<file path="config.mk">
export PLATFORM = sky130hd
export DESIGN_NAME = aes_bus_ctrl
export DESIGN_NICKNAME = d
export VERILOG_FILES = /design/src/rtl/aes_bus_pkg.sv /design/src/rtl/aes_bus_ctrl_counter.sv /design/src/rtl/aes_bus_ctrl.sv
export SDC_FILE = /design/constraint.sdc
export NUM_CORES = 1
export LEC_CHECK = 0
export BUFFER_PORTS_ARGS = -buffer_cell sky130_fd_sc_hd__buf_2
export CAP_MARGIN = 20
export CORE_MARGIN = 2
export CORE_UTILIZATION = 25
export CTS_CLUSTER_DIAMETER = 30
export CTS_CLUSTER_SIZE = 30
export DETAILED_ROUTE_END_ITERATION = 8
export PLACE_DENSITY = 0.44
export SETUP_SLACK_MARGIN = 0.15
export SLEW_MARGIN = 5
export SYNTH_ARGS = -nofsm -noshare
export SYNTH_HDL_FRONTEND = slang
export SYNTH_SLANG_ARGS = --single-unit
</file>
<file path="constraint.sdc">
create_clock -name clk -period 2.5 [get_ports clk]
set_input_delay 0.25 -clock clk [delete_from_list [all_inputs] [get_ports clk]]
set_output_delay 0.25 -clock clk [all_outputs]
set_load 0.02 [all_outputs]
</file>
<file path="src/rtl/aes_bus_pkg.sv">
`default_nettype none
// ============================================================================
// Module   : aes_bus_pkg
// Purpose  : Shared types and constants for the AES128 bus-side controller:
//            FSM state encoding, bus register map and status bit positions.
// Revision : 1.0 - initial multi-word bus controller
// ============================================================================
package aes_bus_pkg;

    // Controller states, explicitly encoded in 3 bits
    typedef enum logic [2:0] {
        IDLE    = 3'd0,
        LOADING = 3'd1,
        READY   = 3'd2,
        RUN     = 3'd3,
        DONE    = 3'd4
    } state_t;

    // Bus register map
    localparam int ADDR_MSG    = 0;
    localparam int ADDR_KEY    = 1;
    localparam int ADDR_CTRL   = 2;
    localparam int ADDR_RESULT = 3;

    // Status word layout: {err, done, busy, key_full, msg_full}
    localparam int STAT_W        = 5;
    localparam int STAT_MSG_FULL = 0;
    localparam int STAT_KEY_FULL = 1;
    localparam int STAT_BUSY     = 2;
    localparam int STAT_DONE     = 3;
    localparam int STAT_ERR      = 4;

    // Where the input-collection phase sits, given the post-access fill levels
    function automatic state_t fill_state(input logic msg_full,
                                          input logic key_full,
                                          input logic any_words);
        if (msg_full && key_full) begin
            return READY;
        end else if (any_words) begin
            return LOADING;
        end
        return IDLE;
    endfunction

endpackage
`default_nettype wire

</file>
<file path="src/rtl/aes_bus_ctrl_counter.sv">
`default_nettype none
// ============================================================================
// Module   : aes_word_counter
// Purpose  : Saturating word counter. Counts up on i_inc, stops at
//            MAX_COUNT, clears synchronously on i_clr (clear has priority).
// Revision : 1.0 - initial multi-word bus controller
// ============================================================================
module aes_word_counter #(
    parameter int MAX_COUNT = 4,
    parameter int CNT_W     = $clog2(MAX_COUNT + 1)
) (
    input  logic             clk,
    input  logic             rst,
    input  logic             i_inc,
    input  logic             i_clr,
    output logic [CNT_W-1:0] o_cnt,
    output logic             o_full
);

    logic [CNT_W-1:0] r_cnt;
    logic             w_full;

    assign w_full = (r_cnt == CNT_W'(MAX_COUNT));

    // Count words; saturate at MAX_COUNT instead of wrapping
    always_ff @(posedge clk or posedge rst) begin
        if (rst) begin
            r_cnt <= '0;
        end else if (i_clr) begin
            r_cnt <= '0;
        end else if (i_inc && !w_full) begin
            r_cnt <= r_cnt + 1'b1;
        end
    end

    assign o_cnt  = r_cnt;
    assign o_full = w_full;

endmodule
`default_nettype wire

</file>
<file path="src/rtl/aes_bus_ctrl.sv">
`default_nettype none
// ============================================================================
// Module   : aes_bus_ctrl
// Purpose  : Bus-side control FSM for the AES128 core. Collects multi-word
//            message/key transfers, starts the core, waits for completion
//            and sequences the word-by-word result read-out. Drives strobes
//            only; the shift registers live in the datapath.
// Revision : 1.0 - initial multi-word bus controller
// ============================================================================
module aes_bus_ctrl
    import aes_bus_pkg::*;
#(
    parameter int BUS_W   = 32,
    parameter int BLOCK_W = 128,
    parameter int ADDR_W  = 2
) (
    input  logic              clk,
    input  logic              reset,
    input  logic              CS,
    input  logic              RW,
    input  logic [ADDR_W-1:0] adress,
    input  logic              core_done,
    output logic              shift_in_message,
    output logic              shift_in_key,
    output logic              load,
    output logic              shift_out,
    output logic [4:0]        status
);

    localparam int NUM_WORDS = BLOCK_W / BUS_W;
    localparam int CNT_W     = $clog2(NUM_WORDS + 1);

    // Registered state and outputs
    state_t r_state;
    logic   r_cs_q;
    logic   r_shift_in_message;
    logic   r_shift_in_key;
    logic   r_load;
    logic   r_shift_out;
    logic   r_err;
    logic   r_busy;
    logic   r_done;

    // Counter interface
    logic [CNT_W-1:0] w_msg_cnt;
    logic [CNT_W-1:0] w_key_cnt;
    logic [CNT_W-1:0] w_out_cnt;
    logic             w_msg_full;
    logic             w_key_full;
    logic             w_out_full;

    // Access decode
    logic w_access;
    logic w_wr;
    logic w_rd;
    logic w_sel_msg;
    logic w_sel_key;
    logic w_sel_ctrl;
    logic w_sel_res;

    // Next-cycle decisions
    state_t           w_nxt_state;
    logic             w_msg_inc;
    logic             w_key_inc;
    logic             w_out_inc;
    logic             w_load;
    logic             w_clr_all;
    logic             w_err_set;
    logic             w_err_clr;
    logic             w_abort;
    logic [CNT_W-1:0] w_msg_post;
    logic [CNT_W-1:0] w_key_post;

    // One access per rising edge of CS, however long it stays high
    assign w_access   = CS & ~r_cs_q;
    assign w_wr       = w_access &  RW;
    assign w_rd       = w_access & ~RW;
    assign w_sel_msg  = (adress == ADDR_W'(ADDR_MSG));
    assign w_sel_key  = (adress == ADDR_W'(ADDR_KEY));
    assign w_sel_ctrl = (adress == ADDR_W'(ADDR_CTRL));
    assign w_sel_res  = (adress == ADDR_W'(ADDR_RESULT));

    aes_word_counter #(.MAX_COUNT(NUM_WORDS), .CNT_W(CNT_W)) u_msg_cnt (
        .clk    (clk),
        .rst    (reset),
        .i_inc  (w_msg_inc),
        .i_clr  (w_clr_all),
        .o_cnt  (w_msg_cnt),
        .o_full (w_msg_full)
    );

    aes_word_counter #(.MAX_COUNT(NUM_WORDS), .CNT_W(CNT_W)) u_key_cnt (
        .clk    (clk),
        .rst    (reset),
        .i_inc  (w_key_inc),
        .i_clr  (w_clr_all),
        .o_cnt  (w_key_cnt),
        .o_full (w_key_full)
    );

    aes_word_counter #(.MAX_COUNT(NUM_WORDS), .CNT_W(CNT_W)) u_out_cnt (
        .clk    (clk),
        .rst    (reset),
        .i_inc  (w_out_inc),
        .i_clr  (w_clr_all),
        .o_cnt  (w_out_cnt),
        .o_full (w_out_full)
    );

    // Decode the accepted access against the current state
    always_comb begin
        w_nxt_state = r_state;
        w_msg_inc   = 1'b0;
        w_key_inc   = 1'b0;
        w_out_inc   = 1'b0;
        w_load      = 1'b0;
        w_clr_all   = 1'b0;
        w_err_set   = 1'b0;
        w_err_clr   = 1'b0;
        w_abort     = 1'b0;
        w_msg_post  = w_msg_cnt;
        w_key_post  = w_key_cnt;

        if (w_wr && w_sel_res) begin
            // Soft abort: valid from every state, silently resets the flow
            w_abort     = 1'b1;
            w_clr_all   = 1'b1;
            w_nxt_state = IDLE;
        end else begin
            if (w_rd && w_sel_ctrl) begin
                w_err_clr = 1'b1;
            end
            if (w_rd && w_sel_res && (r_state != DONE)) begin
                w_err_set = 1'b1;
            end

            case (r_state)
                IDLE, LOADING, READY: begin
                    if (w_wr && w_sel_msg) begin
                        if (w_msg_full) w_err_set = 1'b1;
                        else            w_msg_inc = 1'b1;
                    end
                    if (w_wr && w_sel_key) begin
                        if (w_key_full) w_err_set = 1'b1;
                        else            w_key_inc = 1'b1;
                    end
                    if (w_wr && w_sel_ctrl) begin
                        if (r_state == READY) w_load    = 1'b1;
                        else                  w_err_set = 1'b1;
                    end
                    w_msg_post = w_msg_cnt + CNT_W'(w_msg_inc);
                    w_key_post = w_key_cnt + CNT_W'(w_key_inc);
                    if (w_load) begin
                        w_nxt_state = RUN;
                    end else begin
                        w_nxt_state = fill_state(w_msg_post == CNT_W'(NUM_WORDS),
                                                 w_key_post == CNT_W'(NUM_WORDS),
                                                 (w_msg_post != '0) || (w_key_post != '0));
                    end
                end
                RUN: begin
                    // Inputs are frozen while the core is working
                    if (w_wr) begin
                        w_err_set = 1'b1;
                    end
                    if (core_done) begin
                        w_nxt_state = DONE;
                    end
                end
                DONE: begin
                    if (w_wr) begin
                        w_err_set = 1'b1;
                    end
                    if (w_rd && w_sel_res) begin
                        w_out_inc = 1'b1;
                        // Last word drained (saturation is a defensive catch)
                        if ((w_out_cnt == CNT_W'(NUM_WORDS - 1)) || w_out_full) begin
                            w_clr_all   = 1'b1;
                            w_nxt_state = IDLE;
                        end
                    end
                end
                default: begin
                    w_clr_all   = 1'b1;
                    w_nxt_state = IDLE;
                end
            endcase
        end
    end

    // State, 1-cycle strobes and sticky flags, all registered
    always_ff @(posedge clk or posedge reset) begin
        if (reset) begin
            r_state            <= IDLE;
            r_cs_q             <= 1'b0;
            r_shift_in_message <= 1'b0;
            r_shift_in_key     <= 1'b0;
            r_load             <= 1'b0;
            r_shift_out        <= 1'b0;
            r_err              <= 1'b0;
            r_busy             <= 1'b0;
            r_done             <= 1'b0;
        end else begin
            r_cs_q             <= CS;
            r_state            <= w_nxt_state;
            r_shift_in_message <= w_msg_inc;
            r_shift_in_key     <= w_key_inc;
            r_load             <= w_load;
            r_shift_out        <= w_out_inc;
            r_busy             <= (w_nxt_state == RUN);
            r_done             <= (w_nxt_state == DONE);
            // A new error on the same edge as a clear keeps err set
            if (w_err_set) begin
                r_err <= 1'b1;
            end else if (w_err_clr || w_abort) begin
                r_err <= 1'b0;
            end
        end
    end

    assign shift_in_message        = r_shift_in_message;
    assign shift_in_key            = r_shift_in_key;
    assign load                    = r_load;
    assign shift_out               = r_shift_out;
    assign status[STAT_ERR]        = r_err;
    assign status[STAT_DONE]       = r_done;
    assign status[STAT_BUSY]       = r_busy;
    assign status[STAT_KEY_FULL]   = w_key_full;
    assign status[STAT_MSG_FULL]   = w_msg_full;

endmodule
`default_nettype wire

</file>
# Yosys cells after proc, flatten, opt, wreduce, memory -nomap -nowiden

Index checks and enable logic that the tools add are counted.

Bits in registers: 20
Bits in latches: 0
Memory bits (writable): 0
ROM bits: 0
Bits of input ports: 7
Output and inout bits: 9
Logic and storage cells: 126
Memories kept: 0

Add/subtract/negate cells: 5
Multiply operators: 0
Div/mod/pow operators: 0
$lt $le $gt $ge: 0
Eq/ne operators: 16
Shift-type cells: 0
Muxes and demuxes: 60
Bitwise gates (word level): 5
Reduce and logical (&&, ||, !) cells: 28

Operators with widths:

| cell                  | number |
|---|---|
| $mux W1               | 43 |
| $mux W3               | 14 |
| $eq A3 B3 Y1 const B  | 7 |
| $eq A3 B2 Y1 const B  | 4 |
| $logic_and A1 B1 Y1   | 11 |
| $add A3 B1 Y3 const B | 3 |
| $pmux W3 S3           | 1 |
| $reduce_bool A2 Y1    | 4 |
| $add A3 B1 Y3         | 2 |
| $reduce_bool A3 Y1    | 2 |
| $eq A2 B2 Y1 const B  | 2 |
| $pmux W1 S2           | 2 |
| $reduce_or A4 Y1      | 1 |
| $and A1 B1 Y1         | 3 |
| $eq A3 B1 Y1 const B  | 1 |
| $logic_not A1 Y1      | 3 |
| $logic_not A3 Y1      | 1 |
| $logic_or A1 B1 Y1    | 3 |
| $ne A3 B3 Y1 const B  | 1 |
| $reduce_or A3 Y1      | 1 |
| $eq A2 B1 Y1 const B  | 1 |
| $logic_not A2 Y1      | 1 |
| $not A1 Y1            | 2 |
| $reduce_or A2 Y1      | 1 |

# Logic depth before layout (Yosys ltp)

Gate-level depths: netlist of run 1.

Depth after elaboration: 20
Mapped depth: 10
Mapped depth without buffers: 10

# Modules after synthesis

Synthesis of run 1 repeated with hierarchy kept, for this count alone.

Cell total of the unflattened synthesis: 127
Area total of the unflattened synthesis: 1278.7 um2

By module, submodules not included:

| module           | instances | cells an instance | area an instance (um2) | sequential area each (um2) |
|---|---|---|---|---|
| aes_bus_ctrl     | 1         | 70                | 689.4                  | 275.3 |
| aes_word_counter | 3         | 19                | 196.4                  | 75.1 |

# Worst setup path after synthesis of run 1

No wires, ideal clock.

Kind: flip-flop to flip-flop
From: register u_msg_cnt.r_cnt[0] (netlist: u_msg_cnt.o_cnt[0])
To: register r_busy
Setup time: 0.096 ns
Data arrival time: 2.403 ns
Required time: 2.404 ns
Path slack: 0.001 ns
Stages on the path, launching flop included: 11
Buffers on the path: 0
Period minus slack after synthesis: 2.499 ns
Cell sequence: dfrtp_1 inv_1 ha_1 a211oi_1 and2_1 ha_1 ha_1 or4_4 nor3_2 nor3_1 a311oi_2

Word-level cells in the longest chain between the ends: 18
Elaborated cells on any way between the ends: 21
Those cells by class: add/sub (1); eq/ne (3); mux (14); reduce/logical (3)

RTL lines:

| element                | line                       | text |
|---|---|---|
| start, declared        | aes_bus_ctrl_counter.sv:20 | `logic [CNT_W-1:0] r_cnt;` |
| start signal, assigned | aes_bus_ctrl_counter.sv:32 | `r_cnt <= r_cnt + 1'b1;` |
| $eq A3 B3 Y1           | aes_bus_ctrl_counter.sv:23 | `assign w_full = (r_cnt == CNT_W'(MAX_COUNT));` |
| $mux W1                | aes_bus_ctrl.sv:140        | `if (w_msg_full) w_err_set = 1'b1;` |
| $mux W1                | aes_bus_ctrl.sv:139        | `if (w_wr && w_sel_msg) begin` |
| $mux W1                | aes_bus_ctrl.sv:137        | `case (r_state)` |
| $mux W1                | aes_bus_ctrl.sv:124        | `if (w_wr && w_sel_res) begin` |
| $add A3 B1 Y3 (*)      | aes_bus_ctrl.sv:151        | `w_msg_post = w_msg_cnt + CNT_W'(w_msg_inc);` |
| $reduce_bool A3 Y1     | aes_bus_ctrl.sv:158        | `(w_msg_post != '0) \|\| (w_key_post != '0));` |
| $logic_or A1 B1 Y1     | aes_bus_ctrl.sv:158        |  |
| (+2 left out)          | -                          |  |
| $mux W1                | aes_bus_ctrl.sv:153        | `if (w_load) begin` |
| $mux W1                | aes_bus_ctrl.sv:137        |  |
| $mux W1                | aes_bus_ctrl.sv:124        |  |
| $mux W3 (*)            | aes_bus_pkg.sv:42          | `return IDLE;` |
| $mux W3 (*)            | aes_bus_ctrl.sv:153        |  |
| $pmux W3 S3 (*)        | aes_bus_ctrl.sv:137        |  |
| $mux W3 (*)            | aes_bus_ctrl.sv:124        |  |
| $eq A3 B2 Y1 (*)       | aes_bus_ctrl.sv:210        | `r_busy <= (w_nxt_state == RUN);` |
| end signal, assigned   | aes_bus_ctrl.sv:210        |  |
| end, declared          | aes_bus_ctrl.sv:41         | `logic r_busy;` |

Mark *: on every way between the ends. The rest lies on a longest branch, timed or not. The select of a mux whose other input is x is not followed.
A chain may end at the register's enable or synchronous reset.

# Worst setup path after layout of run 1

Same ends and word-level chain as after synthesis.

==> flow_summary.json, run 1 <==
{
  "p_switching_uw": 350,
  "place_area_um2": 1390,
  "worstPathCellList": "inv_1 > ha_2 > a211oi_2 > and2_1 > ha_1 > ha_1 > or4_4 > nor3_2 > nor3_2 > a311oi_2",
  "synthCells": 130,
  "worst_ep_arrival_time_ps": 2430,
  "pwr-share-seq": 0.405,
  "drive_above_1_share": 0.307,
  "max_slew_margin": 0.479,
  "synth_nets": 147,
  "synthDistinctLibCells": 38,
  "hp-class": "in2async",
  "grt_start_max_net_pins": 21,
  "clock-sinks": 20,
  "yosysSeqAreaShare": 0.400,
  "comb_power_share": 0.359,
  "fmax_ghz": 0.442,
  "h-tree-depth": 1,
  "slew_violations": 0,
  "p_leak_nw": 0.769,
  "drt_iter0_markers": 61,
  "die_w_um": 74.7,
  "multi_input_area_um2": 653,
  "worstMarginPinSlew_ps": 781,
  "fin_nets": 171,
  "dpl.hpwl_um": 1920,
  "io_pins": 16,
  "wl_per_cell_um": 12.1,
  "gp_congestion": 0.767,
  "switching_share": 0.330,
  "viasPerCell": 4.41,
  "coreArea_um2": 4790,
  "nFillCells": 507,
  "p_int_uw": 710,
  "area_growth_pct": 21.0,
  "hold_viol": 0,
  "antenna_cells": 0,
  "p_clk_frac": 0.236,
  "required_ps": 2670,
  "cp-end-kind": "register",
  "tns_ps": 0,
  "synth.avg_cell_area_um2": 9.62,
  "clock_tree.root_cell": "clkbuf_8",
  "fin_skew_ps": 1.91,
  "slowest_delay_ps": 430,
  "worstSetupPathType": "reg2reg",
  "num_rows": 25,
  "outcome": "finished, final reports clean",
  "worstSetupStartpointType": "register",
  "slowest_stage": "or4_4",
  "rsz0062_at_grt": "true",
  "fp.dieH_um": 74.7,
  "io_buffer_count": 15,
  "drcViolationCount": 0,
  "dr.pass1.iters": 4,
  "final_cell_mix": "20 x dfrtp_1, 15 x buf_2, 13 x nor2_1, 13 x buf_4, 11 x inv_1",
  "grt_overflow": 0,
  "max-clock-path-buffers": 2,
  "clock_latency_ps": 260,
  "async_reset_ff_frac": 1.00,
  "r2r_slack_ps": 240,
  "ys.flop_type": "dfrtp_1",
  "cts_tree": "yes",
  "regArea_um2": 500,
  "dieArea_um2": 5590,
  "post-route-period-util": 0.905,
  "first_global_vias": 1036,
  "synth_edf_count": 0,
  "drt_wl_total_um": 2670,
  "max_cap_viol_count": 0,
  "setup_violations": 0,
  "reg2reg_from": "u_msg_cnt.o_cnt[0]",
  "final_common_cell": "dfrtp_1",
  "final_area_um2": 1510,
  "start_util": 0.261,
  "ant_nets": 0,
  "cts_hold_buf": 0,
  "clkTransAtPathRegs_ps": 80,
  "synth_area_um2": 1250,
  "yosysWarnings": 0,
  "grt_pass1_wl_um": 4800,
  "track_usage": 0.113,
  "timing.rr.end": "r_busy",
  "crit_fanout": 2,
  "synth_seq_cells": 20,
  "cts_buffers": 3,
  "vias": 971,
  "antenna_found_initial": 0,
  "reg2reg_depth": 10,
  "vdd_ir_drop_max_v": 0.000309,
  "hold-worst-slack_ps": 123,
  "powerDensity_nw_per_um2": 700,
  "fin_crit_ps": 2260
}
## worst max-delay path: cells and delay by family, from the launching register on
kind	cells	cell delay [ps]
simple gates	4	800
compound gates	2	410
flops	1	350
buf+inv	1	70
fa+ha+maj	3	550
## synthesized netlist by cell type, types with 3 or more instances
cell type	instances	share of area
and2_1	5	0.025
nor2_1	13	0.039
ha_1	10	0.10
inv_1	12	0.036
nor3_1	3	0.012
dfrtp_1	20	0.40
nand2_1	7	0.021
buf_4	7	0.042
nand4_1	4	0.020
nand3_1	4	0.016
xnor2_1	6	0.042
a21oi_1	6	0.024
## power by group through the flow
stage / registers, mW / clock network [mW] / logic, mW
after floorplan: 0.424 / 0 / 0.263
after global placement: 0.446 / 0 / 0.306
after detailed placement: 0.447 / 0 / 0.314
after CTS: 0.429 / 0.261 / 0.385
after global routing: 0.440 / 0.273 / 0.442
final: 0.429 / 0.251 / 0.380
## metrics by stage
stage	instances	total power [mW]	utilization	worst slack (ps)
CTS	220	1.07	0.316	187
global route	220	1.15	0.316	92.2
finish	220	1.06	0.316	239
global placement	207	0.752	0.290	109
floorplan	130	0.687	-	155
detailed placement	207	0.761	0.290	60.3
## cell type report
type,count,share of cell area
Clock buffer,4,0.0364
Inverter,13,0.0322
Multi-Input combinational cell,88,0.431
Sequential cell,20,0.331
Tap cell,67,0.0554
Timing Repair Buffer,28,0.114
## how the worst max path moves through the flow
stage / startpoint / endpoint / slack [ps] / cells past startpoint
after global placement: u_msg_cnt.o_cnt[0] / r_busy / 110 / 10
final: u_msg_cnt.o_cnt[0] / r_busy / 240 / 10
after floorplan: u_msg_cnt.o_cnt[0] / r_busy / 150 / 10
after CTS: u_key_cnt.o_cnt[0] / r_busy / 190 / 10
after global routing: u_key_cnt.o_cnt[0] / r_busy / 90 / 10
after detailed placement: u_msg_cnt.o_cnt[0] / r_busy / 60 / 10
## per-layer routing
| layer | routed length, um | GRT usage | up-vias | part of all wire |
|---|---|---|---|---|
| met3 | 94 | 0.0281 | 2 | 0.035 |
| met4 | 22 | 0.0298 | 0 | 0.0083 |
| met2 | 1330 | 0.196 | 11 | 0.50 |
| met1 | 1220 | 0.140 | 469 | 0.46 |
| li1 | - | - | 489 | - |
| met5 | 0 | 0 | - | 0 |
## state kept, by name (all words and copies together) (netlist names), 3 cells and up
signal,cells
u_out_cnt.o_cnt,3
u_key_cnt.o_cnt,3
u_msg_cnt.o_cnt,3
r_state,3
## timing repair
| item | CTS | global route |
|---|---|---|
| cloned | 0 | 0 |
| resized for setup | 3 | 0 |
| pin swaps | 6 | 1 |
| setup endpoints to repair | 2 | 3 |
| setup buffers | 9 | 0 |
## logic make-up after synthesis
| group | count (synthesis) | synth area share |
|---|---|---|
| AOI/OAI and AO/OA | 17 | 0.100 |
| xor gates and xnor gates | 7 | 0.0490 |
| adders and majority gates | 10 | 0.100 |
| buffers and inverters | 22 | 0.0890 |
| DFF | 20 | 0.400 |
| muxes | 3 | 0.0250 |
| and+or+nand+nor | 51 | 0.237 |
No activity file was read; power rests on OpenSTA's default activity.
==> run 2: changes to the inputs <==
--- a/config.mk
+++ b/config.mk
@@ -7,4 +7,3 @@
 export LEC_CHECK = 0
-export BUFFER_PORTS_ARGS = -buffer_cell sky130_fd_sc_hd__buf_2
-export CAP_MARGIN = 20
+export CAP_MARGIN = 25
 export CORE_MARGIN = 2
@@ -14,3 +13,4 @@
 export DETAILED_ROUTE_END_ITERATION = 8
-export PLACE_DENSITY = 0.44
+export DONT_BUFFER_PORTS = 1
+export PLACE_DENSITY = 0.42
 export SETUP_SLACK_MARGIN = 0.15
--- a/constraint.sdc
+++ b/constraint.sdc
@@ -3,2 +3,2 @@
 set_output_delay 0.25 -clock clk [all_outputs]
-set_load 0.02 [all_outputs]
+set_load 0.1 [all_outputs]
==> flow_summary.json, run 2 (synthesis results as in run 1) <==
{
  "worstSetupStartpointType": "register",
  "drcViolationCount": 0,
  "fin_skew_ps": 2.47,
  "switching_share": 0.381,
  "pwr-share-seq": 0.383,
  "io_pins": 16,
  "max_slew_margin": 0.418,
  "dieArea_um2": 5590,
  "clock-sinks": 20,
  "worst_ep_arrival_time_ps": 2530,
  "dr.pass1.iters": 4,
  "grt_start_max_net_pins": 21,
  "drt_wl_total_um": 2710,
  "nFillCells": 493,
  "final_common_cell": "dfrtp_1",
  "dpl.hpwl_um": 1920,
  "num_rows": 25,
  "clkTransAtPathRegs_ps": 70,
  "coreArea_um2": 4790,
  "regArea_um2": 500,
  "cts_buffers": 3,
  "drive_above_1_share": 0.275,
  "outcome": "finished, final reports clean",
  "die_w_um": 74.7,
  "hold_viol": 0,
  "start_util": 0.261,
  "final_cell_mix": "20 x dfrtp_1, 18 x buf_4, 13 x nor2_1",
  "p_leak_nw": 0.724,
  "final_cells": 209,
  "area_growth_pct": 19.4,
  "place_area_um2": 1330,
  "fin_util": 0.312,
  "drt_iter0_markers": 37,
  "p_switching_uw": 434,
  "clock_tree.root_cell": "clkbuf_8",
  "io_buffer_count": 0,
  "setup_violations": 0,
  "dp_cells": 194,
  "antenna_cells": 0,
  "powerDensity_nw_per_um2": 762,
  "viasPerCell": 4.45,
  "first_global_vias": 998,
  "rsz0062_at_grt": "true",
  "slew_violations": 0,
  "p_clk_frac": 0.188,
  "comb_power_share": 0.428,
  "cp-end-kind": "register",
  "ant_nets": 0,
  "worstSetupPathType": "reg2reg",
  "hp-class": "in2async",
  "required_ps": 2660,
  "multi_input_area_um2": 684,
  "track_usage": 0.109,
  "post-route-period-util": 0.946,
  "total_power_mw": 1.14,
  "tns_ps": 0,
  "fin_nets": 161,
  "p_int_uw": 704,
  "grt_pass1_wl_um": 4640,
  "vdd_ir_drop_max_v": 0.000411,
  "cts_tree": "yes",
  "max-clock-path-buffers": 2,
  "worstMarginPinSlew_ps": 873,
  "grt_overflow": 0,
  "fin_crit_ps": 2360,
  "max_cap_viol_count": 0,
  "vias": 930,
  "wl_per_cell_um": 13.0,
  "reg2reg_depth": 10,
  "fmax_ghz": 0.423,
  "final_area_um2": 1490,
  "antenna_found_initial": 0,
  "crit_fanout": 2,
  "h-tree-depth": 1,
  "cts_hold_buf": 0,
  "fp.dieH_um": 74.7,
  "gp_congestion": 0.738,
  "clock_latency_ps": 260
}
## run 2: cell types whose count changed in the layout (fill, tap and decap cells not counted), sizes merged
cell    previous run  this run
clkbuf             4         3
buf               28        18
## run 2: repair_timing
action | CTS | global route
gates resized for setup | 3 | 5
endpoints found under the setup margin | 2 | 3
setup buffers | 10 | 2
pin swaps | 6 | 8
## run 2: area by class of cell
| cell class | instances | share of cell area |
|---|---|---|
| clock buffers | 3 | 0.0276 |
| flip-flops and latches | 20 | 0.335 |
| inverters | 13 | 0.0327 |
| multi-input cells | 88 | 0.458 |
| well taps | 67 | 0.0561 |
| repair buffers | 18 | 0.0905 |
## run 2: worst paths after layout
kind | start | to | slack, ps
worst max-delay path | u_msg_cnt.o_cnt[0] | r_busy | 140
worst min-delay path | reset | shift_in_message | 20
worst max register to register | u_msg_cnt.o_cnt[0] | r_busy | 140
worst min register to register | u_out_cnt.o_cnt[1] | u_out_cnt.o_cnt[1] | 560
max in group asynchronous | reset | r_state[0] | 1990
min in group clk | CS | r_cs_q | 20
## run 2: metrics by stage
step	hold WS, ps	setup slack, ps
2_1_floorplan	214	155
3_3_place_gp	282	72.1
3_5_place_dp	282	3.20
4_1_cts	9.46	165
5_1_grt	0.345	-1.23
6_report	15.4	136
## run 2: power groups by stage
stage	sequential, mW	combinational, mW	clock (mW)
6_report	0.436	0.487	0.214
2_1_floorplan	0.428	0.325	0
5_1_grt	0.447	0.551	0.239
3_5_place_dp	0.453	0.368	0
3_3_place_gp	0.451	0.362	0
4_1_cts	0.436	0.443	0.225
## run 2: worst max-delay path, cell delays in order (launching register included)
cell and delay (ps):
dfrtp_1 360, inv_2 60, ha_4 150, a211oi_2 200, and2_1 160, ha_2 190
ha_4 190, or4_4 500, nor3_4 130, nor3_2 80, a311oi_2 250
## run 2: metal layers
layer | track usage | wire length, um | vias up | share of wire
li1 | - | - | 468 | -
met1 | 0.130 | 1230 | 447 | 0.45
met2 | 0.181 | 1290 | 13 | 0.48
met3 | 0.0455 | 167 | 2 | 0.062
met4 | 0.0317 | 17 | 0 | 0.0063
met5 | 0 | 0 | - | 0
